===== src/rtl/bufmem_arbiter_if.sv =====
// Bus bundle for the sector-buffer arbiter. It carries the three requester
// ports, the read return, the RAM1024x8 port and the contention counter.
interface bufmem_arbiter_if;
    // WD1793 buffer port
    logic        wd_req;
    logic        wd_we;
    logic [9:0]  wd_addr;
    logic [7:0]  wd_wdata;
    // DMA engine port
    logic        dma_req;
    logic        dma_we;
    logic [9:0]  dma_addr;
    logic [7:0]  dma_wdata;
    // 6502 port (full CPU address space)
    logic        cpu_req;
    logic        cpu_we;
    logic [15:0] cpu_addr;
    logic [7:0]  cpu_wdata;
    // grants and read return
    logic        wd_ack;
    logic        dma_ack;
    logic        cpu_ack;
    logic        wd_rvalid;
    logic        dma_rvalid;
    logic        cpu_rvalid;
    logic [7:0]  rdata;
    logic        cpu_stall;
    // RAM1024x8 port
    logic [9:0]  mem_addr;
    logic [7:0]  mem_wdata;
    logic        mem_wren;
    logic        mem_clken;
    logic [7:0]  mem_rdata;
    logic [7:0]  conflict_cnt;

    // arbiter side
    modport slave (
        input  wd_req, wd_we, wd_addr, wd_wdata,
        input  dma_req, dma_we, dma_addr, dma_wdata,
        input  cpu_req, cpu_we, cpu_addr, cpu_wdata,
        input  mem_rdata,
        output wd_ack, dma_ack, cpu_ack,
        output wd_rvalid, dma_rvalid, cpu_rvalid, rdata, cpu_stall,
        output mem_addr, mem_wdata, mem_wren, mem_clken,
        output conflict_cnt
    );

    // requester / environment side
    modport master (
        output wd_req, wd_we, wd_addr, wd_wdata,
        output dma_req, dma_we, dma_addr, dma_wdata,
        output cpu_req, cpu_we, cpu_addr, cpu_wdata,
        output mem_rdata,
        input  wd_ack, dma_ack, cpu_ack,
        input  wd_rvalid, dma_rvalid, cpu_rvalid, rdata, cpu_stall,
        input  mem_addr, mem_wdata, mem_wren, mem_clken,
        input  conflict_cnt
    );
endinterface


===== src/rtl/bufmem_arbiter.sv =====
// Three-way arbiter (WD1793 > DMA > 6502) for a shared 1 KiB sector buffer.
// Grants are combinational within a ce cycle; reads return one ce cycle later.
// A long DMA burst yields one slot to a waiting CPU after DMA_MAXRUN grants.
module bufmem_arbiter #(
    parameter logic [15:0] BUF_BASE   = 16'h0200,
    parameter int unsigned DMA_MAXRUN = 16
) (
    input logic             clk,
    input logic             reset_n,
    input logic             ce,
    bufmem_arbiter_if.slave bus
);

    typedef enum logic [1:0] {OWN_NONE, OWN_WD, OWN_DMA, OWN_CPU} owner_t;

    localparam logic [4:0] RUN_LIMIT = 5'(DMA_MAXRUN);
    localparam logic [4:0] RUN_SAT   = '1;
    localparam logic [7:0] CNT_SAT   = '1;

    owner_t      r_owner;
    owner_t      w_sel;
    owner_t      w_owner_nxt;
    logic        r_rd_pend;
    logic [4:0]  r_dma_run;
    logic [7:0]  r_conflict;
    logic [7:0]  r_rdata;
    logic        r_wd_rv;
    logic        r_dma_rv;
    logic        r_cpu_rv;

    logic [16:0] w_cpu_off;
    logic        w_cpu_valid;
    logic [1:0]  w_nreq;
    logic        w_grant_en;
    logic        w_granted;
    logic        w_sel_we;
    logic        w_cpu_ack;

    // Offset is computed one bit wider so addresses below the window
    // show up as a non-zero upper part instead of wrapping into it.
    assign w_cpu_off   = {1'b0, bus.cpu_addr} - {1'b0, BUF_BASE};
    assign w_cpu_valid = bus.cpu_req && (bus.cpu_addr >= BUF_BASE) && (w_cpu_off[16:10] == '0);
    assign w_nreq      = 2'(bus.wd_req) + 2'(bus.dma_req) + 2'(w_cpu_valid);
    assign w_grant_en  = ce & reset_n;
    assign w_granted   = w_grant_en && (w_sel != OWN_NONE);

    // Next owner: fixed priority with a one-shot CPU slot after a full DMA run
    always_comb begin
        w_sel = OWN_NONE;
        if (bus.wd_req)
            w_sel = OWN_WD;
        else if (w_cpu_valid && (r_dma_run == RUN_LIMIT))
            w_sel = OWN_CPU;
        else if (bus.dma_req)
            w_sel = OWN_DMA;
        else if (w_cpu_valid)
            w_sel = OWN_CPU;
        w_owner_nxt = ce ? w_sel : r_owner;
    end

    // Owner register: last grant, NONE after an idle ce cycle
    always_ff @(posedge clk or negedge reset_n) begin
        if (!reset_n)
            r_owner <= OWN_NONE;
        else
            r_owner <= w_owner_nxt;
    end

    // Grant outputs and RAM port mux driven by the selected winner
    always_comb begin
        bus.mem_addr  = '0;
        bus.mem_wdata = '0;
        w_sel_we      = 1'b0;
        case (w_sel)
            OWN_WD: begin
                bus.mem_addr  = bus.wd_addr;
                bus.mem_wdata = bus.wd_wdata;
                w_sel_we      = bus.wd_we;
            end
            OWN_DMA: begin
                bus.mem_addr  = bus.dma_addr;
                bus.mem_wdata = bus.dma_wdata;
                w_sel_we      = bus.dma_we;
            end
            OWN_CPU: begin
                bus.mem_addr  = w_cpu_off[9:0];
                bus.mem_wdata = bus.cpu_wdata;
                w_sel_we      = bus.cpu_we;
            end
            default: ;
        endcase
        w_cpu_ack     = w_grant_en && (w_sel == OWN_CPU);
        bus.wd_ack    = w_grant_en && (w_sel == OWN_WD);
        bus.dma_ack   = w_grant_en && (w_sel == OWN_DMA);
        bus.cpu_ack   = w_cpu_ack;
        bus.mem_wren  = w_granted & w_sel_we;
        bus.mem_clken = w_granted;
        bus.cpu_stall = w_cpu_valid & ~w_cpu_ack;
    end

    // Consecutive DMA grant counter; any other ce cycle restarts the run
    always_ff @(posedge clk or negedge reset_n) begin
        if (!reset_n)
            r_dma_run <= '0;
        else if (ce) begin
            if (w_sel == OWN_DMA)
                r_dma_run <= (r_dma_run == RUN_SAT) ? r_dma_run : r_dma_run + 5'd1;
            else
                r_dma_run <= '0;
        end
    end

    // Saturating count of ce cycles with more than one valid request
    always_ff @(posedge clk or negedge reset_n) begin
        if (!reset_n)
            r_conflict <= '0;
        else if (ce && (w_nreq > 2'd1) && (r_conflict != CNT_SAT))
            r_conflict <= r_conflict + 8'd1;
    end

    // Read pipeline: mark a read grant, then return RAM data at the next ce edge
    always_ff @(posedge clk or negedge reset_n) begin
        if (!reset_n) begin
            r_rd_pend <= 1'b0;
            r_rdata   <= '0;
            r_wd_rv   <= 1'b0;
            r_dma_rv  <= 1'b0;
            r_cpu_rv  <= 1'b0;
        end else begin
            r_wd_rv  <= ce && r_rd_pend && (r_owner == OWN_WD);
            r_dma_rv <= ce && r_rd_pend && (r_owner == OWN_DMA);
            r_cpu_rv <= ce && r_rd_pend && (r_owner == OWN_CPU);
            if (ce) begin
                r_rd_pend <= w_granted & ~w_sel_we;
                if (r_rd_pend)
                    r_rdata <= bus.mem_rdata;
            end
        end
    end

    assign bus.wd_rvalid    = r_wd_rv;
    assign bus.dma_rvalid   = r_dma_rv;
    assign bus.cpu_rvalid   = r_cpu_rv;
    assign bus.rdata        = r_rdata;
    assign bus.conflict_cnt = r_conflict;

endmodule


===== src/flat_wrapper.sv =====
// flat-port wrapper written by rule: the top's interface ports become plain ports
module bufmem_arbiter_flat 
#(
    parameter logic [15:0] BUF_BASE   = 16'h0200,
    parameter int unsigned DMA_MAXRUN = 16
)
  (clk, reset_n, ce, bus_wd_req, bus_wd_we, bus_wd_addr, bus_wd_wdata, bus_dma_req, bus_dma_we, bus_dma_addr, bus_dma_wdata, bus_cpu_req, bus_cpu_we, bus_cpu_addr, bus_cpu_wdata, bus_mem_rdata, bus_wd_ack, bus_dma_ack, bus_cpu_ack, bus_wd_rvalid, bus_dma_rvalid, bus_cpu_rvalid, bus_rdata, bus_cpu_stall, bus_mem_addr, bus_mem_wdata, bus_mem_wren, bus_mem_clken, bus_conflict_cnt);
  bufmem_arbiter_if bus_i ();
  input logic clk;
  input logic reset_n;
  input logic ce;
  input wire logic [$bits(bus_i.wd_req)-1:0] bus_wd_req;
  input wire logic [$bits(bus_i.wd_we)-1:0] bus_wd_we;
  input wire logic [$bits(bus_i.wd_addr)-1:0] bus_wd_addr;
  input wire logic [$bits(bus_i.wd_wdata)-1:0] bus_wd_wdata;
  input wire logic [$bits(bus_i.dma_req)-1:0] bus_dma_req;
  input wire logic [$bits(bus_i.dma_we)-1:0] bus_dma_we;
  input wire logic [$bits(bus_i.dma_addr)-1:0] bus_dma_addr;
  input wire logic [$bits(bus_i.dma_wdata)-1:0] bus_dma_wdata;
  input wire logic [$bits(bus_i.cpu_req)-1:0] bus_cpu_req;
  input wire logic [$bits(bus_i.cpu_we)-1:0] bus_cpu_we;
  input wire logic [$bits(bus_i.cpu_addr)-1:0] bus_cpu_addr;
  input wire logic [$bits(bus_i.cpu_wdata)-1:0] bus_cpu_wdata;
  input wire logic [$bits(bus_i.mem_rdata)-1:0] bus_mem_rdata;
  output wire logic [$bits(bus_i.wd_ack)-1:0] bus_wd_ack;
  output wire logic [$bits(bus_i.dma_ack)-1:0] bus_dma_ack;
  output wire logic [$bits(bus_i.cpu_ack)-1:0] bus_cpu_ack;
  output wire logic [$bits(bus_i.wd_rvalid)-1:0] bus_wd_rvalid;
  output wire logic [$bits(bus_i.dma_rvalid)-1:0] bus_dma_rvalid;
  output wire logic [$bits(bus_i.cpu_rvalid)-1:0] bus_cpu_rvalid;
  output wire logic [$bits(bus_i.rdata)-1:0] bus_rdata;
  output wire logic [$bits(bus_i.cpu_stall)-1:0] bus_cpu_stall;
  output wire logic [$bits(bus_i.mem_addr)-1:0] bus_mem_addr;
  output wire logic [$bits(bus_i.mem_wdata)-1:0] bus_mem_wdata;
  output wire logic [$bits(bus_i.mem_wren)-1:0] bus_mem_wren;
  output wire logic [$bits(bus_i.mem_clken)-1:0] bus_mem_clken;
  output wire logic [$bits(bus_i.conflict_cnt)-1:0] bus_conflict_cnt;
  assign bus_i.wd_req = bus_wd_req;
  assign bus_i.wd_we = bus_wd_we;
  assign bus_i.wd_addr = bus_wd_addr;
  assign bus_i.wd_wdata = bus_wd_wdata;
  assign bus_i.dma_req = bus_dma_req;
  assign bus_i.dma_we = bus_dma_we;
  assign bus_i.dma_addr = bus_dma_addr;
  assign bus_i.dma_wdata = bus_dma_wdata;
  assign bus_i.cpu_req = bus_cpu_req;
  assign bus_i.cpu_we = bus_cpu_we;
  assign bus_i.cpu_addr = bus_cpu_addr;
  assign bus_i.cpu_wdata = bus_cpu_wdata;
  assign bus_i.mem_rdata = bus_mem_rdata;
  assign bus_wd_ack = bus_i.wd_ack;
  assign bus_dma_ack = bus_i.dma_ack;
  assign bus_cpu_ack = bus_i.cpu_ack;
  assign bus_wd_rvalid = bus_i.wd_rvalid;
  assign bus_dma_rvalid = bus_i.dma_rvalid;
  assign bus_cpu_rvalid = bus_i.cpu_rvalid;
  assign bus_rdata = bus_i.rdata;
  assign bus_cpu_stall = bus_i.cpu_stall;
  assign bus_mem_addr = bus_i.mem_addr;
  assign bus_mem_wdata = bus_i.mem_wdata;
  assign bus_mem_wren = bus_i.mem_wren;
  assign bus_mem_clken = bus_i.mem_clken;
  assign bus_conflict_cnt = bus_i.conflict_cnt;
  bufmem_arbiter #(.BUF_BASE(BUF_BASE), .DMA_MAXRUN(DMA_MAXRUN)) u_core (.clk(clk), .reset_n(reset_n), .ce(ce), .bus(bus_i));
endmodule

===== config.mk =====
export PLATFORM = sky130hd
export DESIGN_NAME = bufmem_arbiter_flat
export DESIGN_NICKNAME = d
export VERILOG_FILES = /design/src/rtl/bufmem_arbiter_if.sv /design/src/rtl/bufmem_arbiter.sv /design/src/flat_wrapper.sv
export SDC_FILE = /design/constraint.sdc
export NUM_CORES = 1
export LEC_CHECK = 0
export CORE_MARGIN = 2
export CORE_UTILIZATION = 30
export DETAILED_ROUTE_END_ITERATION = 12
export GPL_ROUTABILITY_DRIVEN = 0
export PLACE_DENSITY = 0.75
export SLEW_MARGIN = 20
export SYNTH_ARGS = -nofsm -noshare
export SYNTH_HDL_FRONTEND = slang
export SYNTH_SLANG_ARGS = --single-unit

===== constraint.sdc =====
create_clock -name clk -period 3.4 [get_ports clk]
set_clock_uncertainty 0.05 [all_clocks]
set_input_delay 1.02 -clock clk [delete_from_list [all_inputs] [get_ports clk]]
set_output_delay 1.02 -clock clk [all_outputs]
set_load 0.02 [all_outputs]

# ---- Word-level counts from Yosys, hierarchy flattened
# Cells that the tools add are included.
dict set report totals {
  romBits 0
  mem_bits_rw 0
  in_bits 77
  n_memories 0
  reg_bits 27
  latch_bits 0
}
dict set report classes {
  n_reduce_logical 17
  addsub 5
  multipliers 0
  bitwise_logic 6
  div_mod_pow 0
  mux 9
  magnitude_cmp 2
  n_eq_ne 10
  shift 0
}
# cell n
set op_table {}
lappend op_table {{case mux 10 bit (3 select lines)} 1}
lappend op_table {{case mux 8 bit (3 select lines)} 1}
lappend op_table {{subtractor 16 x 10 -> 17 bit, second input constant} 1}
lappend op_table {{greater-or-equal comparator 16 x 10 -> 1 bit, second input constant} 1}
lappend op_table {{logical AND 1 bit} 13}
lappend op_table {{== test 5 bit, second input constant} 2}
lappend op_table {{2-to-1 mux 5 bit} 2}
lappend op_table {{adder 8 x 1 -> 8 bit, second input constant} 1}
lappend op_table {{== test 2 bit, second input constant} 4}
lappend op_table {{2-to-1 mux 2 bit} 4}
lappend op_table {{inequality test 8 bit, second input constant} 1}
lappend op_table {{zero test 7 bit} 1}
lappend op_table {{adder 5 x 1 -> 5 bit, second input constant} 1}
lappend op_table {{AND 1 bit} 4}
lappend op_table {{== test 2 x 1 -> 1 bit, second input constant} 2}
lappend op_table {{AND reduction 2 bit} 2}
lappend op_table {{case mux 1 bit (3 select lines)} 1}
lappend op_table {{adder 1 x 1 -> 2 bit} 1}
lappend op_table {{adder 2 x 1 -> 2 bit} 1}
lappend op_table {{> comparator 2 x 1 -> 1 bit, second input constant} 1}
lappend op_table {{inequality test 2 bit, second input constant} 1}
lappend op_table {{inverter 1 bit} 2}
lappend op_table {{nonzero test 2 bit} 1}

# ---- Depth between registers and ports, before layout
dict set report logic_depth {
  depth_word 11
  depth_mapped 11
  mapped_depth_nobuf 11
}

# ---- Worst setup path after synthesis
# OpenSTA, ideal clock, no wires.
dict set report synth_timing {
  path_kind {input port to output port}
  from {input bus_cpu_addr[9]}
  to {output bus_cpu_stall}
  required_time_ns 2.330
  arrival_time_ns 2.663
  path_buffers 1
  path_stages 7
  path_slack_ns -0.333
  path_cell_list {inv_1 > ha_1 > o32a_1 > nor4b_1 > buf_2 > and3_1 > nor3_1}
}
dict set report synth_between {
  elab_chain_cells 11
  elab_cells_between_ends 14
  classes_between {1 x add/sub; 1 x order compare; 1 x eq/ne; 4 x mux; 2 x bitwise; 5 x reduce/logical}
}
# element line_no
set synth_lines {}
lappend synth_lines {{start, declared} flat_wrapper.sv:22} ;# input wire logic [$bits(bus_i.cpu_addr)-1:0] bus_cpu_addr;
lappend synth_lines {{subtractor 16 x 10 -> 17 bit or greater-or-equal comparator 16 x 10 -> 1 bit (tied branches)} {bufmem_arbiter.sv:41, bufmem_arbiter.sv:42}}
lappend synth_lines {{zero test 7 bit or logical AND 1 bit (tied branches)} bufmem_arbiter.sv:42} ;# assign w_cpu_valid = bus.cpu_req && (bus.cpu_addr >= BUF_BASE) && (w_cpu_off[16:10] == '0);
lappend synth_lines {{logical AND 1 bit *} bufmem_arbiter.sv:42}
lappend synth_lines {{2-to-1 mux 2 bit} bufmem_arbiter.sv:56} ;# else if (w_cpu_valid)
lappend synth_lines {{2-to-1 mux 2 bit} bufmem_arbiter.sv:54} ;# else if (bus.dma_req)
lappend synth_lines {{2-to-1 mux 2 bit *} bufmem_arbiter.sv:52} ;# else if (w_cpu_valid && (r_dma_run == RUN_LIMIT))
lappend synth_lines {{2-to-1 mux 2 bit *} bufmem_arbiter.sv:50} ;# if (bus.wd_req)
lappend synth_lines {{== test 2 bit *} bufmem_arbiter.sv:92} ;# w_cpu_ack = w_grant_en && (w_sel == OWN_CPU);
lappend synth_lines {{logical AND 1 bit *} bufmem_arbiter.sv:92}
lappend synth_lines {{via bus_cpu_ack} flat_wrapper.sv:27} ;# output wire logic [$bits(bus_i.cpu_ack)-1:0] bus_cpu_ack;
lappend synth_lines {{inverter 1 bit *} bufmem_arbiter.sv:98} ;# bus.cpu_stall = w_cpu_valid & ~w_cpu_ack;
lappend synth_lines {{AND 1 bit *} bufmem_arbiter.sv:98}
lappend synth_lines {{end, declared} flat_wrapper.sv:32} ;# output wire logic [$bits(bus_i.cpu_stall)-1:0] bus_cpu_stall;
# The timed path passes the listed nets; every way through them passes the cells marked *.

# ---- Worst setup path after layout
dict set report layout_timing {
  from {input bus_cpu_addr[9]}
  to {output bus_mem_wdata[4]}
}
dict set report layout_between {
  elab_chain_cells 9
  elab_cells_between_ends 14
  classes_between {1 x add/sub; 1 x order compare; 3 x eq/ne; 5 x mux; 4 x reduce/logical}
}
# element line_no
set layout_lines {}
lappend layout_lines {{subtractor 16 x 10 -> 17 bit or greater-or-equal comparator 16 x 10 -> 1 bit (tied branches)} {bufmem_arbiter.sv:41, bufmem_arbiter.sv:42}}
lappend layout_lines {{zero test 7 bit or logical AND 1 bit (tied branches)} bufmem_arbiter.sv:42}
lappend layout_lines {{logical AND 1 bit *} bufmem_arbiter.sv:42}
lappend layout_lines {{2-to-1 mux 2 bit} bufmem_arbiter.sv:56}
lappend layout_lines {{2-to-1 mux 2 bit} bufmem_arbiter.sv:54}
lappend layout_lines {{2-to-1 mux 2 bit *} bufmem_arbiter.sv:52}
lappend layout_lines {{2-to-1 mux 2 bit *} bufmem_arbiter.sv:50}
lappend layout_lines {{== test 2 bit or == test 2 x 1 -> 1 bit (tied branches)} bufmem_arbiter.sv:74} ;# case (w_sel)
lappend layout_lines {{case mux 8 bit (3 select lines) *} bufmem_arbiter.sv:74}
lappend layout_lines {{end, declared} flat_wrapper.sv:34} ;# output wire logic [$bits(bus_i.mem_wdata)-1:0] bus_mem_wdata;
# Mark *: on every way between the ends. The rest lies on a longest branch, timed or not.

==> impl_metrics.toml <==
[status]
status = "complete, but fails checks"
violations = "negative setup slack"

[detailed_routing]
ant_nets = 0
wl_per_cell_microns = 15.25
route.detailed.drc = 0
vias = 1982
via_per_inst = 4.930
drt-total-wl_microns = 6132
drtPass1Iterations = 9
drt_iter0_drc = 228

[cells_and_area]
nFillCells = 400
final_cell_mix = "clkdlybuf4s50_1 (85), buf_4 (33), buf_6 (31)"
antenna_cells = 0
nNetsFinal = 416
synthToLayoutAreaGrowth_pct = 116.1
stdcell_count = 402
utilization_pct = 68.10
multi_input_area_sq_um = 917.1
regArea_sq_um = 675.6
layout_commonest_cell = "clkdlybuf4s50_1"
drive_gt1_share_pct = 30.72

[die]
core_area_sq_um = 5205
die_w_microns = 77.95
start_util_pct = 31.51
boundaryPins = 120
rows = 26
die_y_microns = 77.95
die_area_sq_um = 6075

[clock_tree]
cts_tree = "yes"
clock_sinks = 27
clock_latency_ps = 270
clock-root-buffer = "clkbuf_8"
cts-buffers-inserted = 3
htree_levels = 1
hold_buffers = 0
clockBufferDepth = 2
cts.clk_slew.worst_paths_ps = 100

[yosys]
ys_ff_latch = 27
synthDistinctLibCells = 34
netlist_area_sq_um = 1640
synth_top_area_share_pct = 41.19
synth.avg_cell_area_sq_um = 9.649
synth_compound_area_share_pct = 19.07
yosysSeqAreaShare_pct = 41.19
synthTopCellsByArea = "dfrtp_1 (41%), a222oi_1 (12%), mux2_2 (6.9%)"
yosys_warnings = 0
synth-simple-area-share_pct = 16.17
yosys.area.top_type = "dfrtp_1"
synth_adder_area_share_pct = 4.577
synth_top_family_by_area = "compound AO/OA/AOI/OAI gates"
synth.area.mux_share_pct = 6.865
synthesis.nets = 253
synth_xor_area_share_pct = 3.738
postSynthCellCount = 170

[worst_setup_path]
critPathMaxStageDelay_ps = 390
cp-start-kind = "input pin"
critPathKind = "in -> out"
critPathSlowestCell = "o32a_1"
critPathRequiredTime_ps = 2330
path_buf_inv = 6
critPathCaptureType = "primary output"
startpoint = "bus_cpu_addr[9]"
path_cells = "buf_8, inv_4, ha_4, o32a_1, o31a_1, buf_12, buf_16, a222oi_1, inv_1, buf_6"
rr_startpoint = "u_core.r_dma_run[0]"
crit_arrival_ps = 2870
critPathTopFamily = "compound AO/OA/AOI/OAI gates"
critPathMaxFanout = 5

[global_route]
grt_first_pass_wirelength_microns = 9625
grt_util_met2_pct = 33.79
grt_max_degree = 17
grt-ovfl-total = 0
grt_antenna_before_repair = 0
grt_usage_pct = 19.28
met3_usage_pct = 3.372
use_met1_pct = 25.46
grt-busiest-layer = "met2"
grt_pass1_vias = 2028

[min_path]
min-delay-path-class = "reg -> reg"
min_from = "u_core.r_owner[1]"

[timing]
slew_headroom_pct = 45.26
worst_pin_slew_ps = 810.8
finalSetupViolCount = 23
rsz0062_at_grt = "true"
finalCritPeriodShare_pct = 116.0
fin_ws_ps = -543.2
fmax_mhz = 253.6
period_needed_ps = 3943
drv_slew = 0
holdWs_ps = 390.9
tns_ps = -10370
hold_viol_final = 0

[placed_design]
placement.io_buffers = 119
dp.cells = 375
place_hpwl_microns = 4272

[power]
power.leakage_nw = 1.671
ir_drop_mv = 0.3212
power.density_nw_per_um2 = 331.3

[run]
cap_violations = 0
[per-stage QoR]
stage                     total power [mW]  worst slack (ps)  area (sq um)
after floorplan                     0.6521            -170.1          1692
after global placement              0.9366             -1261          3137
after detailed placement            0.9471             -1294          3137
after CTS                            1.178            -561.9          3483
after global routing                 1.245            -629.8          3545
final                                1.174            -543.2          3545
[metal layers]
layer | vias to the layer above | part of all wire (%)
met5 | - | 0
met4 | 0 | 0.83
met3 | 6 | 5.2
met2 | 66 | 52
met1 | 955 | 41
li1 | 955 | -
[power breakdown]
group / switching, mW / internal [mW] / leakage, nW
Combinational: 0.230 / 0.324 / 1.30
Sequential: 0.0543 / 0.381 / 0.347
Clock: 0.102 / 0.0831 / 0.0217
Total: 0.386 / 0.789 / 1.67
[worst paths after layout]
kind / cells after the start / slack (ps) / end
worst max-delay path: 10 / -540 / bus_mem_wdata[4]
worst min-delay path: 1 / 390 / u_core.bus.wd_rvalid
worst max register to register: 14 / 900 / u_core.r_rd_pend
worst min register to register: 1 / 390 / u_core.bus.wd_rvalid
max in group asynchronous: 4 / 1950 / u_core.r_dma_run[4]
min in group asynchronous: 2 / 960 / u_core.bus.conflict_cnt[7]
[logic make-up (layout without fill, tap and decap cells)]
family,after synthesis,count (layout)
compound gates,36,36
xor+xnor,7,7
fa+ha+maj,6,6
buf+inv,35,197
flops,27,27
mux,10,10
simple gates,49,49
[layout make-up]
cell class,count,share of cell area [%]
Clock buffer,3,1.165
Clock inverter,1,0.2118
Inverter,26,2.894
Multi-Input combinational cell,108,25.87
Sequential cell,27,19.06
Tap cell,70,2.471
Timing Repair Buffer,167,48.32
[Yosys cell counts]
cell type / n
nand4_1: 3
buf_4: 1
nand2_1: 8
a41o_1: 1
o311ai_0: 2
inv_1: 26
a21boi_0: 1
buf_2: 2
a21o_1: 1
a31oi_1: 1
ha_1: 6
nor3b_1: 1
a21oi_1: 2
o32a_1: 1
xnor2_1: 4
a22o_1: 2
o21ai_0: 4
and3b_1: 1
mux2_2: 10
nor4b_1: 1
nand4b_1: 2
nor2_1: 10
nand4bb_1: 1
o31a_1: 1
xor2_1: 3
nor2b_1: 3
nand2b_1: 4
clkbuf_1: 6
and3_1: 5
o21a_1: 1
nand3_1: 6
dfrtp_1: 27
nor3_1: 4
a222oi_1: 19
[worst register-to-register path: cells and delay by family (launching register included)]
| kind | cells | cell delay, ps |
|---|---|---|
| AO/OA/AOI/OAI | 2 | 300 |
| adder cells (fa/ha/maj) | 1 | 160 |
| flip-flops | 1 | 410 |
| AND/OR/NAND/NOR | 3 | 480 |
| buffers and inverters | 8 | 1010 |
[registers in the layout, summed over array words and instances, names as in the netlist]
name / cells
u_core.bus.conflict_cnt: 8
u_core.bus.rdata: 8
u_core.r_dma_run: 5
u_core.r_owner: 2
u_core.bus.cpu_rvalid: 1
u_core.bus.dma_rvalid: 1
u_core.bus.wd_rvalid: 1
u_core.r_rd_pend: 1
[repair_timing]
| action | CTS | global route |
|---|---|---|
| gates resized for setup | 170 | 19 |
| setup endpoints to repair | 26 | 23 |
| endpoints found under the hold margin | 0 | 0 |
| pin swaps | 19 | 16 |
| setup buffers | 19 | 6 |
| cloned | 3 | 1 |
(Power assumes the default switching activity.)
